$ cat src/rtl/fp_div_seq_ctrl_if.sv
// Handshake bundle for fp_div_seq_ctrl: operand request channel and result channel.
// FP_DIV_FLAGS_EN adds the 5-bit exception flags travelling with the result.
interface fp_div_seq_ctrl_if;
  logic        in_valid;
  logic        in_ready;
  logic [31:0] a;
  logic [31:0] b;
  logic        out_valid;
  logic        out_ready;
  logic [31:0] result;
  logic        busy;
`ifdef FP_DIV_FLAGS_EN
  logic [4:0]  flags;

  modport slave (
    input  in_valid, a, b, out_ready,
    output in_ready, out_valid, result, busy, flags
  );
  modport master (
    output in_valid, a, b, out_ready,
    input  in_ready, out_valid, result, busy, flags
  );
`else
  modport slave (
    input  in_valid, a, b, out_ready,
    output in_ready, out_valid, result, busy
  );
  modport master (
    output in_valid, a, b, out_ready,
    input  in_ready, out_valid, result, busy
  );
`endif
endinterface

$ cat src/rtl/fp_div_seq_ctrl.sv
// Multicycle single-precision divider controller: screen specials, restoring divide, RNE round, hold result.
// Optional FP_DIV_FLAGS_EN adds {invalid, div_by_zero, overflow, underflow, inexact} alongside result.
module fp_div_seq_ctrl #(
  parameter int BPC = 1
) (
  input logic              clk,
  input logic              rst,
  fp_div_seq_ctrl_if.slave bus
);
  localparam int K  = 26 / BPC;
  localparam int CW = $clog2(K);

  localparam logic [2:0] S_IDLE  = 3'd0;
  localparam logic [2:0] S_CHECK = 3'd1;
  localparam logic [2:0] S_DIV   = 3'd2;
  localparam logic [2:0] S_ROUND = 3'd3;
  localparam logic [2:0] S_DONE  = 3'd4;

  logic [2:0]        state_reg;
  logic [31:0]       a_reg;
  logic [31:0]       b_reg;
  logic signed [9:0] exp_reg;
  logic [23:0]       sb_reg;
  logic [24:0]       rem_reg;
  logic [25:0]       q_reg;
  logic [CW-1:0]     cnt_reg;
  logic              out_valid_reg;
  logic [31:0]       result_reg;

  logic [7:0]  ea;
  logic [7:0]  eb;
  logic [22:0] fa;
  logic [22:0] fb;
  logic        sign;
  logic        a_zero, a_inf, a_nan;
  logic        b_zero, b_inf, b_nan;
  logic        nan_case;
  logic        special;
  logic [31:0] special_result;

  assign ea   = a_reg[30:23];
  assign eb   = b_reg[30:23];
  assign fa   = a_reg[22:0];
  assign fb   = b_reg[22:0];
  assign sign = a_reg[31] ^ b_reg[31];

  // Denormals are flushed: any zero exponent counts as zero regardless of fraction.
  assign a_zero = (ea == 8'h00);
  assign a_inf  = (ea == 8'hFF) && (fa == 23'd0);
  assign a_nan  = (ea == 8'hFF) && (fa != 23'd0);
  assign b_zero = (eb == 8'h00);
  assign b_inf  = (eb == 8'hFF) && (fb == 23'd0);
  assign b_nan  = (eb == 8'hFF) && (fb != 23'd0);

  assign nan_case = a_nan | b_nan | b_zero | (a_inf & b_inf);
  assign special  = nan_case | a_inf | a_zero | b_inf;

  always_comb begin
    special_result = 32'h0000_0000;
    if (nan_case) begin
      special_result = {sign, 8'hFF, 23'd1};
    end else if (a_inf) begin
      special_result = {sign, 8'hFF, 23'd0};
    end
  end

  logic [23:0]       sa0;
  logic [23:0]       sb0;
  logic signed [9:0] e0;
  logic signed [9:0] e_init;
  logic              pre_shift;
  logic [24:0]       rem_init;

  assign sa0       = {1'b1, fa};
  assign sb0       = {1'b1, fb};
  assign e0        = $signed({2'b00, ea}) - $signed({2'b00, eb}) + 10'sd127;
  assign pre_shift = (sa0 < sb0);
  // Doubling a small dividend keeps the quotient in [1,2), so q[25] is always the hidden bit.
  assign e_init    = pre_shift ? (e0 - 10'sd1) : e0;
  assign rem_init  = pre_shift ? {sa0, 1'b0} : {1'b0, sa0};

  logic [BPC-1:0] qbits;
  logic [24:0]    rem_next;
  logic [25:0]    q_next;

  genvar gi;
  generate
    for (gi = 0; gi < BPC; gi++) begin : g_step
      logic [24:0] rin;
      logic [24:0] rsub;
      logic [24:0] keep;
      logic [24:0] rout;
      logic        ge;
      if (gi == 0) begin : g_src
        assign rin = rem_reg;
      end else begin : g_src
        assign rin = g_step[gi-1].rout;
      end
      // Partial remainder stays below 2*sb, so 25 bits never overflow after the shift.
      assign ge   = (rin >= {1'b0, sb_reg});
      assign rsub = rin - {1'b0, sb_reg};
      assign keep = ge ? rsub : rin;
      assign rout = keep << 1;
      assign qbits[BPC-1-gi] = ge;
    end
  endgenerate

  assign rem_next = g_step[BPC-1].rout;
  assign q_next   = {q_reg[25-BPC:0], qbits};

  logic              guard_bit;
  logic              round_bit;
  logic              sticky;
  logic              lsb;
  logic              round_up;
  logic              carry;
  logic [22:0]       frac;
  logic signed [9:0] e_rnd;
  logic              ovf;
  logic              unf;
  logic [31:0]       round_result;

  assign guard_bit = q_reg[1];
  assign round_bit = q_reg[0];
  assign sticky    = |rem_reg;
  assign lsb       = q_reg[2];
  assign round_up  = guard_bit & (round_bit | sticky | lsb);
  // All-ones significand plus an increment wraps frac to zero and bumps the exponent.
  assign carry     = round_up & (&q_reg[25:2]);
  assign frac      = q_reg[24:2] + {22'd0, round_up};
  assign e_rnd     = exp_reg + $signed({9'd0, carry});
  assign ovf       = (e_rnd >= 10'sd255);
  assign unf       = (e_rnd <= 10'sd0);

  always_comb begin
    round_result = {sign, e_rnd[7:0], frac};
    if (ovf) begin
      round_result = {sign, 8'hFF, 23'd0};
    end else if (unf) begin
      round_result = 32'h0000_0000;
    end
  end

`ifdef FP_DIV_FLAGS_EN
  logic [4:0] flags_reg;
  logic       div_by_zero;

  assign div_by_zero = b_zero & ~a_inf & ~a_nan;
  assign bus.flags   = flags_reg;
`endif

  always_ff @(posedge clk) begin
    if (rst) begin
      state_reg     <= S_IDLE;
      a_reg         <= 32'h0;
      b_reg         <= 32'h0;
      exp_reg       <= 10'sd0;
      sb_reg        <= 24'h0;
      rem_reg       <= 25'h0;
      q_reg         <= 26'h0;
      cnt_reg       <= '0;
      out_valid_reg <= 1'b0;
      result_reg    <= 32'h0;
`ifdef FP_DIV_FLAGS_EN
      flags_reg     <= 5'd0;
`endif
    end else begin
      case (state_reg)
        S_IDLE: begin
          if (bus.in_valid) begin
            a_reg     <= bus.a;
            b_reg     <= bus.b;
            state_reg <= S_CHECK;
          end
        end
        S_CHECK: begin
          if (special) begin
            result_reg    <= special_result;
            out_valid_reg <= 1'b1;
            state_reg     <= S_DONE;
`ifdef FP_DIV_FLAGS_EN
            flags_reg     <= {nan_case, div_by_zero, 3'b000};
`endif
          end else begin
            exp_reg   <= e_init;
            rem_reg   <= rem_init;
            sb_reg    <= sb0;
            q_reg     <= 26'h0;
            cnt_reg   <= '0;
            state_reg <= S_DIV;
          end
        end
        S_DIV: begin
          rem_reg <= rem_next;
          q_reg   <= q_next;
          cnt_reg <= cnt_reg + 1'b1;
          if (cnt_reg == CW'(K - 1)) begin
            state_reg <= S_ROUND;
          end
        end
        S_ROUND: begin
          result_reg    <= round_result;
          out_valid_reg <= 1'b1;
          state_reg     <= S_DONE;
`ifdef FP_DIV_FLAGS_EN
          flags_reg     <= {2'b00, ovf, unf, guard_bit | round_bit | sticky | ovf | unf};
`endif
        end
        S_DONE: begin
          if (bus.out_ready) begin
            out_valid_reg <= 1'b0;
            state_reg     <= S_IDLE;
          end
        end
        default: begin
          state_reg <= S_IDLE;
        end
      endcase
    end
  end

  assign bus.in_ready  = (state_reg == S_IDLE);
  assign bus.busy      = (state_reg != S_IDLE);
  assign bus.out_valid = out_valid_reg;
  assign bus.result    = result_reg;
endmodule

$ cat src/flat_wrapper.sv
// flat-port wrapper written by rule: the top's interface ports become plain ports
module fp_div_seq_ctrl_flat 
#(
  parameter int BPC = 1
)
  (clk, rst, bus_in_valid, bus_a, bus_b, bus_out_ready, bus_in_ready, bus_out_valid, bus_result, bus_busy);
  fp_div_seq_ctrl_if bus_i ();
  input logic clk;
  input logic rst;
  input wire logic [$bits(bus_i.in_valid)-1:0] bus_in_valid;
  input wire logic [$bits(bus_i.a)-1:0] bus_a;
  input wire logic [$bits(bus_i.b)-1:0] bus_b;
  input wire logic [$bits(bus_i.out_ready)-1:0] bus_out_ready;
  output wire logic [$bits(bus_i.in_ready)-1:0] bus_in_ready;
  output wire logic [$bits(bus_i.out_valid)-1:0] bus_out_valid;
  output wire logic [$bits(bus_i.result)-1:0] bus_result;
  output wire logic [$bits(bus_i.busy)-1:0] bus_busy;
  assign bus_i.in_valid = bus_in_valid;
  assign bus_i.a = bus_a;
  assign bus_i.b = bus_b;
  assign bus_i.out_ready = bus_out_ready;
  assign bus_in_ready = bus_i.in_ready;
  assign bus_out_valid = bus_i.out_valid;
  assign bus_result = bus_i.result;
  assign bus_busy = bus_i.busy;
  fp_div_seq_ctrl #(.BPC(BPC)) u_core (.clk(clk), .rst(rst), .bus(bus_i));
endmodule
$ cat config.mk
export PLATFORM = sky130hd
export DESIGN_NAME = fp_div_seq_ctrl_flat
export DESIGN_NICKNAME = d
export VERILOG_FILES = /design/src/rtl/fp_div_seq_ctrl_if.sv /design/src/rtl/fp_div_seq_ctrl.sv /design/src/flat_wrapper.sv
export SDC_FILE = /design/constraint.sdc
export NUM_CORES = 1
export LEC_CHECK = 0
export ABC_CLOCK_PERIOD_IN_PS = 4900
export CAP_MARGIN = 25
export CORE_ASPECT_RATIO = 1.4
export CORE_MARGIN = 3
export CORE_UTILIZATION = 25
export CTS_CLUSTER_DIAMETER = 30
export DETAILED_ROUTE_END_ITERATION = 10
export PLACE_DENSITY = 0.47
export SLEW_MARGIN = 20
export SYNTH_ARGS = -nofsm -noshare
export SYNTH_HDL_FRONTEND = slang
export SYNTH_SLANG_ARGS = --single-unit
$ cat constraint.sdc
create_clock -name clk -period 4.9 [get_ports clk]
set_input_delay 0.98 -clock clk [delete_from_list [all_inputs] [get_ports clk]]
set_output_delay 0.98 -clock clk [all_outputs]
set_load 0.01 [all_outputs]
# Word level (Yosys, flattened, before mapping)
# Cells that the tools add are included.
[word_totals]
reg_bits = 190
inputBits = 68
output_inout_bits = 35
word_cells = 92
[classes]
addsub = 7
order_cmp = 4
eq_ne = 12
muxes = 23
n_bitwise = 13
n_reduce_logical = 23
[op_table]
columns = ["op", "count"]
rows = [
  ["32-bit two-way mux", 5],
  ["32-bit case mux with 2 select lines", 1],
  ["26-bit case mux with 2 select lines", 1],
  ["25-bit two-way mux", 2],
  ["25-bit case mux with 2 select lines", 1],
  ["23-bit logical NOT", 2],
  ["23-bit nonzero test", 2],
  ["26-bit two-way mux", 1],
  ["25-bit by 24-bit greater-or-equal comparator with 1-bit output", 1],
  ["25-bit OR reduction", 1],
  ["24-bit < comparator", 1],
  ["24-bit two-way mux", 1],
  ["24-bit AND reduction", 1],
  ["24-bit subtractor", 1],
  ["23-bit by 1-bit adder with 23-bit output", 1],
  ["8-bit == test, second input constant", 2],
  ["8-bit logical NOT", 2],
  ["3-bit case mux with 5 select lines", 1],
  ["3-bit two-way mux", 4],
  ["10-bit by 2-bit adder with 10-bit output", 1],
  ["10-bit by 8-bit adder with 10-bit output, second input constant", 1],
  ["10-bit by 9-bit greater-or-equal comparator with 1-bit output, second input constant", 1],
  ["10-bit by 1-bit less-or-equal comparator with 1-bit output, second input constant", 1],
  ["10-bit two-way mux", 1],
  ["23 further kinds", 46],
]

# Longest topological paths before layout
# Gate-level depths: netlist (run 1).
[logic_depth]
word_depth = 10
depth_mapped = 16
ltp_nobuf = 15

# Least setup slack after synthesis (run 1)
# No wires, ideal clock.
[synth_path]
path_type = "flip-flop to flip-flop"
start = "register u_core.q_reg[8]"
end = "register u_core.result_reg[13], in the netlist u_core.bus.result[13]"
setup_time_ps = 65
t_arrival_ps = 3631
t_required_ps = 4835
slack_ps = 1204
stages_incl_launch_ff = 17
n_path_buf = 1
period_less_slack_ps = 3696
path_cell_list = "dfxtp_1 > and4_1 > and3_1 > and4_1 > nand2_1 > nor4_1 > ha_1 > ha_1 > nand2_1 > nor2_1 > xnor2_1 > o31ai_1 > a211oi_1 > nor3b_1 > clkbuf_1 > a22oi_1 > nor2_1"
[synth_between]
elab_chain_len = 7
word_cells_on_any_way = 9
cone_classes = "add/sub: 2; order compare: 2; mux: 3; bitwise: 1; reduce/logical: 1"
[synth_lines]
columns = ["element", "line_no", "rtl"]
rows = [
  ["start: declaration", "fp_div_seq_ctrl.sv:25", "logic [25:0] q_reg;"],
  ["start signal: assignment", "fp_div_seq_ctrl.sv:195", "q_reg <= q_next;"],
  ["24-bit AND reduction", "fp_div_seq_ctrl.sv:129", "assign carry = round_up & (&q_reg[25:2]);"],
  ["1-bit bitwise AND", "fp_div_seq_ctrl.sv:129", ""],
  ["10-bit by 2-bit adder with 10-bit output", "fp_div_seq_ctrl.sv:131", "assign e_rnd = exp_reg + $signed({9'd0, carry});"],
  ["10-bit by 1-bit less-or-equal comparator with 1-bit output", "fp_div_seq_ctrl.sv:133", "assign unf = (e_rnd <= 10'sd0);"],
  ["32-bit two-way mux", "fp_div_seq_ctrl.sv:139", "end else if (unf) begin"],
  ["32-bit two-way mux (*)", "fp_div_seq_ctrl.sv:137", "if (ovf) begin"],
  ["32-bit case mux with 2 select lines (*)", "fp_div_seq_ctrl.sv:168", "case (state_reg)"],
  ["end signal: assignment", "fp_div_seq_ctrl.sv:178", "result_reg <= special_result;"],
  ["end signal: assignment", "fp_div_seq_ctrl.sv:202", "result_reg <= round_result;"],
  ["end: declaration", "fp_div_seq_ctrl.sv:28", "logic [31:0] result_reg;"],
]
# Mark *: on every way between the ends. The rest lies on a longest branch, timed or not.
# A chain may end at the register's enable or synchronous reset.

# Worst setup path in the final report (run 1)
# Ends and elaborated chain as after synthesis.

==> results of run 1 <==
-- cells by family (layout without fill, tap and decap cells) --
logic type,count (synthesis),after routing,synth area share
mux,10,10,0.00967
xor+xnor,54,54,0.0448
fa+ha+maj,63,63,0.0739
compound gates,368,368,0.210
buf+inv,153,221,0.0533
simple gates,615,615,0.258
flops,190,190,0.350
-- final timing paths --
kind                                               to  cells after the start
worst max-delay path            u_core.bus.result[13]                     16
worst min-delay path            u_core.bus.result[25]                      2
worst max register to register  u_core.bus.result[13]                     16
worst min register to register  u_core.bus.result[25]                      2
-- synth_stat cells (3+ instances only) --
| cell type | count | area (µm²) |
|---|---|---|
| or4_1 | 3 | 22.5 |
| ha_1 | 61 | 763 |
| o21ai_1 | 5 | 25.0 |
| a21o_1 | 14 | 105 |
| mux2_2 | 3 | 33.8 |
| a221oi_1 | 3 | 26.3 |
| or4_4 | 3 | 33.8 |
| xor2_1 | 19 | 166 |
| o311ai_0 | 16 | 140 |
| o221a_2 | 3 | 33.8 |
| buf_1 | 14 | 52.6 |
| mux2i_1 | 6 | 60.1 |
| nand4_1 | 26 | 163 |
| o21ai_0 | 53 | 265 |
| o21a_1 | 6 | 45.0 |
| and2_1 | 7 | 43.8 |
| nor4_1 | 24 | 150 |
| nor3b_1 | 5 | 37.5 |
| a22oi_1 | 24 | 180 |
| inv_1 | 71 | 267 |
| nor2b_1 | 7 | 43.8 |
| dfxtp_1 | 190 | 3800 |
| nand3_1 | 90 | 450 |
| a311oi_1 | 4 | 35.0 |
| clkbuf_1 | 64 | 240 |
| or3_1 | 6 | 37.5 |
| buf_2 | 4 | 20.0 |
| and3_1 | 9 | 56.3 |
| and4_1 | 6 | 52.6 |
| nor2_1 | 104 | 390 |
| nor3_1 | 24 | 120 |
| o31ai_1 | 4 | 30.0 |
| nand2b_1 | 6 | 37.5 |
| nand2_1 | 284 | 1070 |
| a211oi_1 | 14 | 105 |
| o211ai_1 | 6 | 45.0 |
| a21oi_1 | 165 | 826 |
| a31oi_1 | 20 | 125 |
| xnor2_1 | 34 | 298 |
-- power by group --
part / internal [µW] / switching (µW)
Sequential: 1660 / 142
Clock: 735 / 702
Combinational: 889 / 1440
-- area by class of cell --
cell class	count	area, µm²
Sequential cell	190	3800
Tap cell	546	683
Timing Repair Buffer	118	1160
Multi-Input combinational cell	1110	6520
Clock inverter	14	150
Inverter	71	267
Clock buffer	18	439
Fill cell	4614	29500
-- critical path, cell delays in order, from the launching register on --
cell      delay, ps
dfxtp_1         450
and4_1          290
and3_1          240
and4_1          310
nand2_1         100
nor4_1          520
ha_1            270
ha_1            210
nand2_1         100
nor2_1          260
xnor2_1         200
o31ai_1         150
a211oi_1        400
nor3b_2         380
buf_4           310
a22oi_1         100
nor2_1          120
-- stage by stage --
step	area, µm²	worst slack [ps]
after detailed placement	12400	363
after floorplan	10900	1200
final	13000	420
after global routing	13000	108
after global placement	12400	544
after CTS	13000	346
-- metal layers --
| layer | share of wire | vias up | wire [µm] | GRT usage |
|---|---|---|---|---|
| met5 | 0 | - | 0 | 0 |
| met4 | 0.028 | 0 | 958 | 0.0499 |
| met3 | 0.029 | 44 | 983 | 0.0202 |
| met2 | 0.51 | 180 | 17300 | 0.264 |
| met1 | 0.44 | 4883 | 14800 | 0.174 |
| li1 | - | 5244 | - | - |
==> qor.csv, run 1 <==
stage,metric,value,unit
setup_path,r2r_slack,420,ps
global_routing,grt_pass1_wl,54100,µm
outcome,status,"complete, no violations",
sta,worstMarginPinSlew,867,ps
floorplanning,core_area,42500,µm²
sta,layout_min_cycle_time,4480,ps
cts,clock_path_buffers,2,
yosys,syn_area,10900,µm²
power_and_ir_drop,power.total,5570,µW
route,wl_per_cell,16.5,µm
final_layout,final_cell_mix,"nand2_1, dfxtp_1, a21oi_1, nor2_1, clkdlybuf4s50_1",
route,drt-pass1-iter-count,5,
floorplanning,die_area,46000,µm²
cts,clock-sinks,190,
global_routing,antenna_found_initial,0,
yosys,netlist_instances,1453,
cts,root_buffer,clkbuf_16,
yosys,yosysUniqueCellTypes,77,
floorplanning,die_width,182,µm
route,drcViolationCount,0,
final_layout,final_nets,1639,
setup_path,crit_required,5280,ps
setup_path,cp.arrival,4860,ps
cts,cts_tree,yes,
yosys,yosysWarningCount,0,
floorplanning,start_util,0.255,
final_layout,drive_gt1_frac,0.0526,
sta,relSlewSlack,0.422,
route,routed-via-count,10351,
floorplanning,fp-row-count,89,
cts,clk_pin_slew_worst_paths,80,ps
global_routing,grt_max_degree,99,
setup_path,end_kind,flop,
sta,fmax,223,MHz
cts,hold_buffers,0,
sta,maxSlewViolCount,0,
route,routed_wl,34000,µm
setup_path,path_max_fanout,20,
final_layout,area_delta_synth_final,19.8,%
global_routing,grt_use_total,0.145,
sta,post-route-period-util,0.914,
yosys,synth_seq_cells,190,
yosys,synth_seq_area_share,0.350,
sta,setup_violations,0,
floorplanning,io_pins,103,
sta,hold_ws,453,ps
cts,h-tree-depth,4,
global_routing,grt_pass1_vias,10128,
place,io_buffers,102,
place,dp_hpwl,25000,µm
floorplanning,die_h,253,µm
final_layout,final_cell_count_no_fill,2067,
sta,timing_hold_violations_final,0,
power_and_ir_drop,p_leak,0.00458,µW
place,dp_cells,2034,
sta,setup_tns,0,ps
route,vias_per_cell,5.01,
cts,clk_latency,450,ps
final_layout,final_common_cell,nand2_1,
sta,rsz0062_at_grt,false,
setup_path,startpoint_type,flop,
setup_path,crit_start,u_core.q_reg[8],
final_layout,antenna_cells,0,
yosys,synthFlopType,dfxtp_1,
route,drtIter0Drc,618,
cts,postCtsSetupRepairBufs,0,
route,final_antenna_net_count,0,
job,maxCapViolCount,0,
yosys,syn_avg_cell_area,7.48,µm²
setup_path,path_class,flop to flop,
cts,post_cts_resized,0,
place,finalWeightedCongestion,0.847,
hold_path,hp-class,flop to flop,
global_routing,gr-total-overflow,0,
power_and_ir_drop,vdd_drop_max,251,µV
yosys,synth_edf_count,0,
hold_path,hp-start,u_core.bus.result[25],
final_layout,fin_util,0.306,
setup_path,reg2reg_from,u_core.q_reg[8],
yosys,synth_async_sr_flop_share,0,
yosys,synthesis.nets,1584,
cts,cts_buffers,17,
sta,fin_skew,13.5,ps
power_and_ir_drop,power.density,427,nW/µm²
Note: power is estimated with default switching activity, not from simulation.
==> inputs of run 2 (changes only) <==
- CORE_MARGIN: 3 -> unset
==> run 2 against run 1 <==
Net effect: routed wire length shrank 1.5%; worst hold slack improved by 1.2 ps; largest power group unchanged; clock power about the same; sequential cell count stayed put; register-to-register slack gained 170 ps; highest routed layer unchanged; global-route usage rose by 0.99 points; final cell count rose by 0.29%; critical endpoint is now u_core.bus.result[0]; non-clock buffer count is the same; largest cell class unchanged; first-iteration DRC count rose by 8.6%.
==> qor.csv, run 2 (synthesis gave the netlist of run 1 again) <==
stage,metric,value,unit
sta,worstMarginPinSlew,1050,ps
cts,hold_buffers,0,
route,drtIter0Drc,671,
final_layout,final_cell_mix,"nand2_1, dfxtp_1, a21oi_1, nor2_1, clkdlybuf4s50_1",
cts,postCtsSetupRepairBufs,0,
route,drcViolationCount,0,
floorplanning,core_area,43000,µm²
place,finalWeightedCongestion,0.850,
route,wl_per_cell,16.2,µm
cts,post_cts_resized,0,
final_layout,nFillCells,4759,
place,dp_cells,2041,
global_routing,grt_pass1_wl,54400,µm
place,post_dp_cell_area,12400,µm²
final_layout,antenna_cells,0,
setup_path,path_max_fanout,23,
final_layout,stdcell_area,13000,µm²
sta,fmax,232,MHz
setup_path,startpoint_type,flop,
sta,post-route-period-util,0.879,
route,vias_per_cell,4.98,
setup_path,path_class,flop to flop,
cts,clk_latency,440,ps
final_layout,final_common_cell,nand2_1,
global_routing,gr-total-overflow,0,
setup_path,crit_required,5260,ps
sta,timing_hold_violations_final,0,
floorplanning,die_area,44300,µm²
cts,clock-sinks,190,
setup_path,r2r_slack,590,ps
sta,setup_violations,0,
sta,relSlewSlack,0.303,
final_layout,drive_gt1_frac,0.0526,
cts,cts_buffers,17,
floorplanning,io_pins,103,
floorplanning,fp-row-count,90,
job,maxCapViolCount,0,
sta,fin_skew,8.94,ps
cts,root_buffer,clkbuf_16,
floorplanning,start_util,0.253,
power_and_ir_drop,p_leak,0.00458,µW
cts,cts_tree,yes,
outcome,status,"complete, no violations",
final_layout,final_nets,1639,
floorplanning,die_h,249,µm
sta,setup_ws,592,ps
power_and_ir_drop,power.density,426,nW/µm²
power_and_ir_drop,vdd_drop_max,240,µV
final_layout,final_cell_count_no_fill,2073,
route,final_antenna_net_count,0,
route,routed_wl,33500,µm
sta,setup_tns,0,ps
place,dp_hpwl,24800,µm
cts,clk_pin_slew_worst_paths,70,ps
cts,h-tree-depth,4,
cts,clock_path_buffers,2,
setup_path,end_kind,flop,
global_routing,grt_max_degree,94,
floorplanning,die_width,178,µm
place,pre_cts_slack,514,ps
sta,rsz0062_at_grt,false,
sta,layout_min_cycle_time,4310,ps
hold_path,hp-class,flop to flop,
final_layout,area_delta_synth_final,19.7,%
route,routed-via-count,10315,
global_routing,grt_pass1_vias,10181,
setup_path,cp.arrival,4670,ps
global_routing,grt_use_total,0.155,
route,drt-pass1-iter-count,5,
sta,maxSlewViolCount,0,
global_routing,antenna_found_initial,0,
final_layout,fin_util,0.303,
place,io_buffers,102,
run 2: critical path, cell delays in order, from the launching register on:
cell and delay, ps:
dfxtp_1 450, and4_1 270, and3_1 230, and4_1 310, nand2_1 100, nor4_1 480, ha_1 270, ha_1 200
nand2_1 100, nor2_1 250, xnor2_1 200, o31ai_1 140, a211oi_1 400, nor3b_2 240, buf_4 290, a211oi_1 110
nor3_1 180
run 2: metal layers:
layer | global-route usage | part of all wire | up-vias
met5 | 0 | 0 | -
met4 | 0.0458 | 0.019 | 0
met3 | 0.0195 | 0.021 | 30
met2 | 0.287 | 0.52 | 146
met1 | 0.182 | 0.44 | 4900
li1 | - | - | 5239
run 2: worst paths after layout:
kind / end / cells past startpoint / from
setup / recovery: u_core.bus.result[0] / 16 / u_core.q_reg[8]
hold / removal: u_core.bus.result[25] / 2 / u_core.bus.result[25]
setup reg to reg: u_core.bus.result[0] / 16 / u_core.q_reg[8]
hold reg to reg: u_core.bus.result[25] / 2 / u_core.bus.result[25]
run 2: final cells by class:
cell class / count / area (µm²) / share of cell area
inverters: 71 / 267 / 0.0205
well taps: 552 / 691 / 0.0531
clock inverters: 14 / 150 / 0.0115
flip-flops and latches: 190 / 3800 / 0.292
repair buffers: 118 / 1140 / 0.0875
clock buffers: 18 / 439 / 0.0337
multi-input cells: 1110 / 6520 / 0.501
run 2: stage by stage:
| stage | hold slack, ps | total power (µW) |
|---|---|---|
| after global routing | 467 | 5950 |
| final | 454 | 5540 |
| after global placement | 446 | 4150 |
| after CTS | 459 | 5600 |
| after floorplan | 435 | 3470 |
| after detailed placement | 445 | 4160 |
run 2: report_power, final:
group          switching (µW)  total (µW)  internal (µW)
clock                     682        1420            736
sequential                142        1800           1660
combinational            1430        2320            888
total                    2260        5540           3280
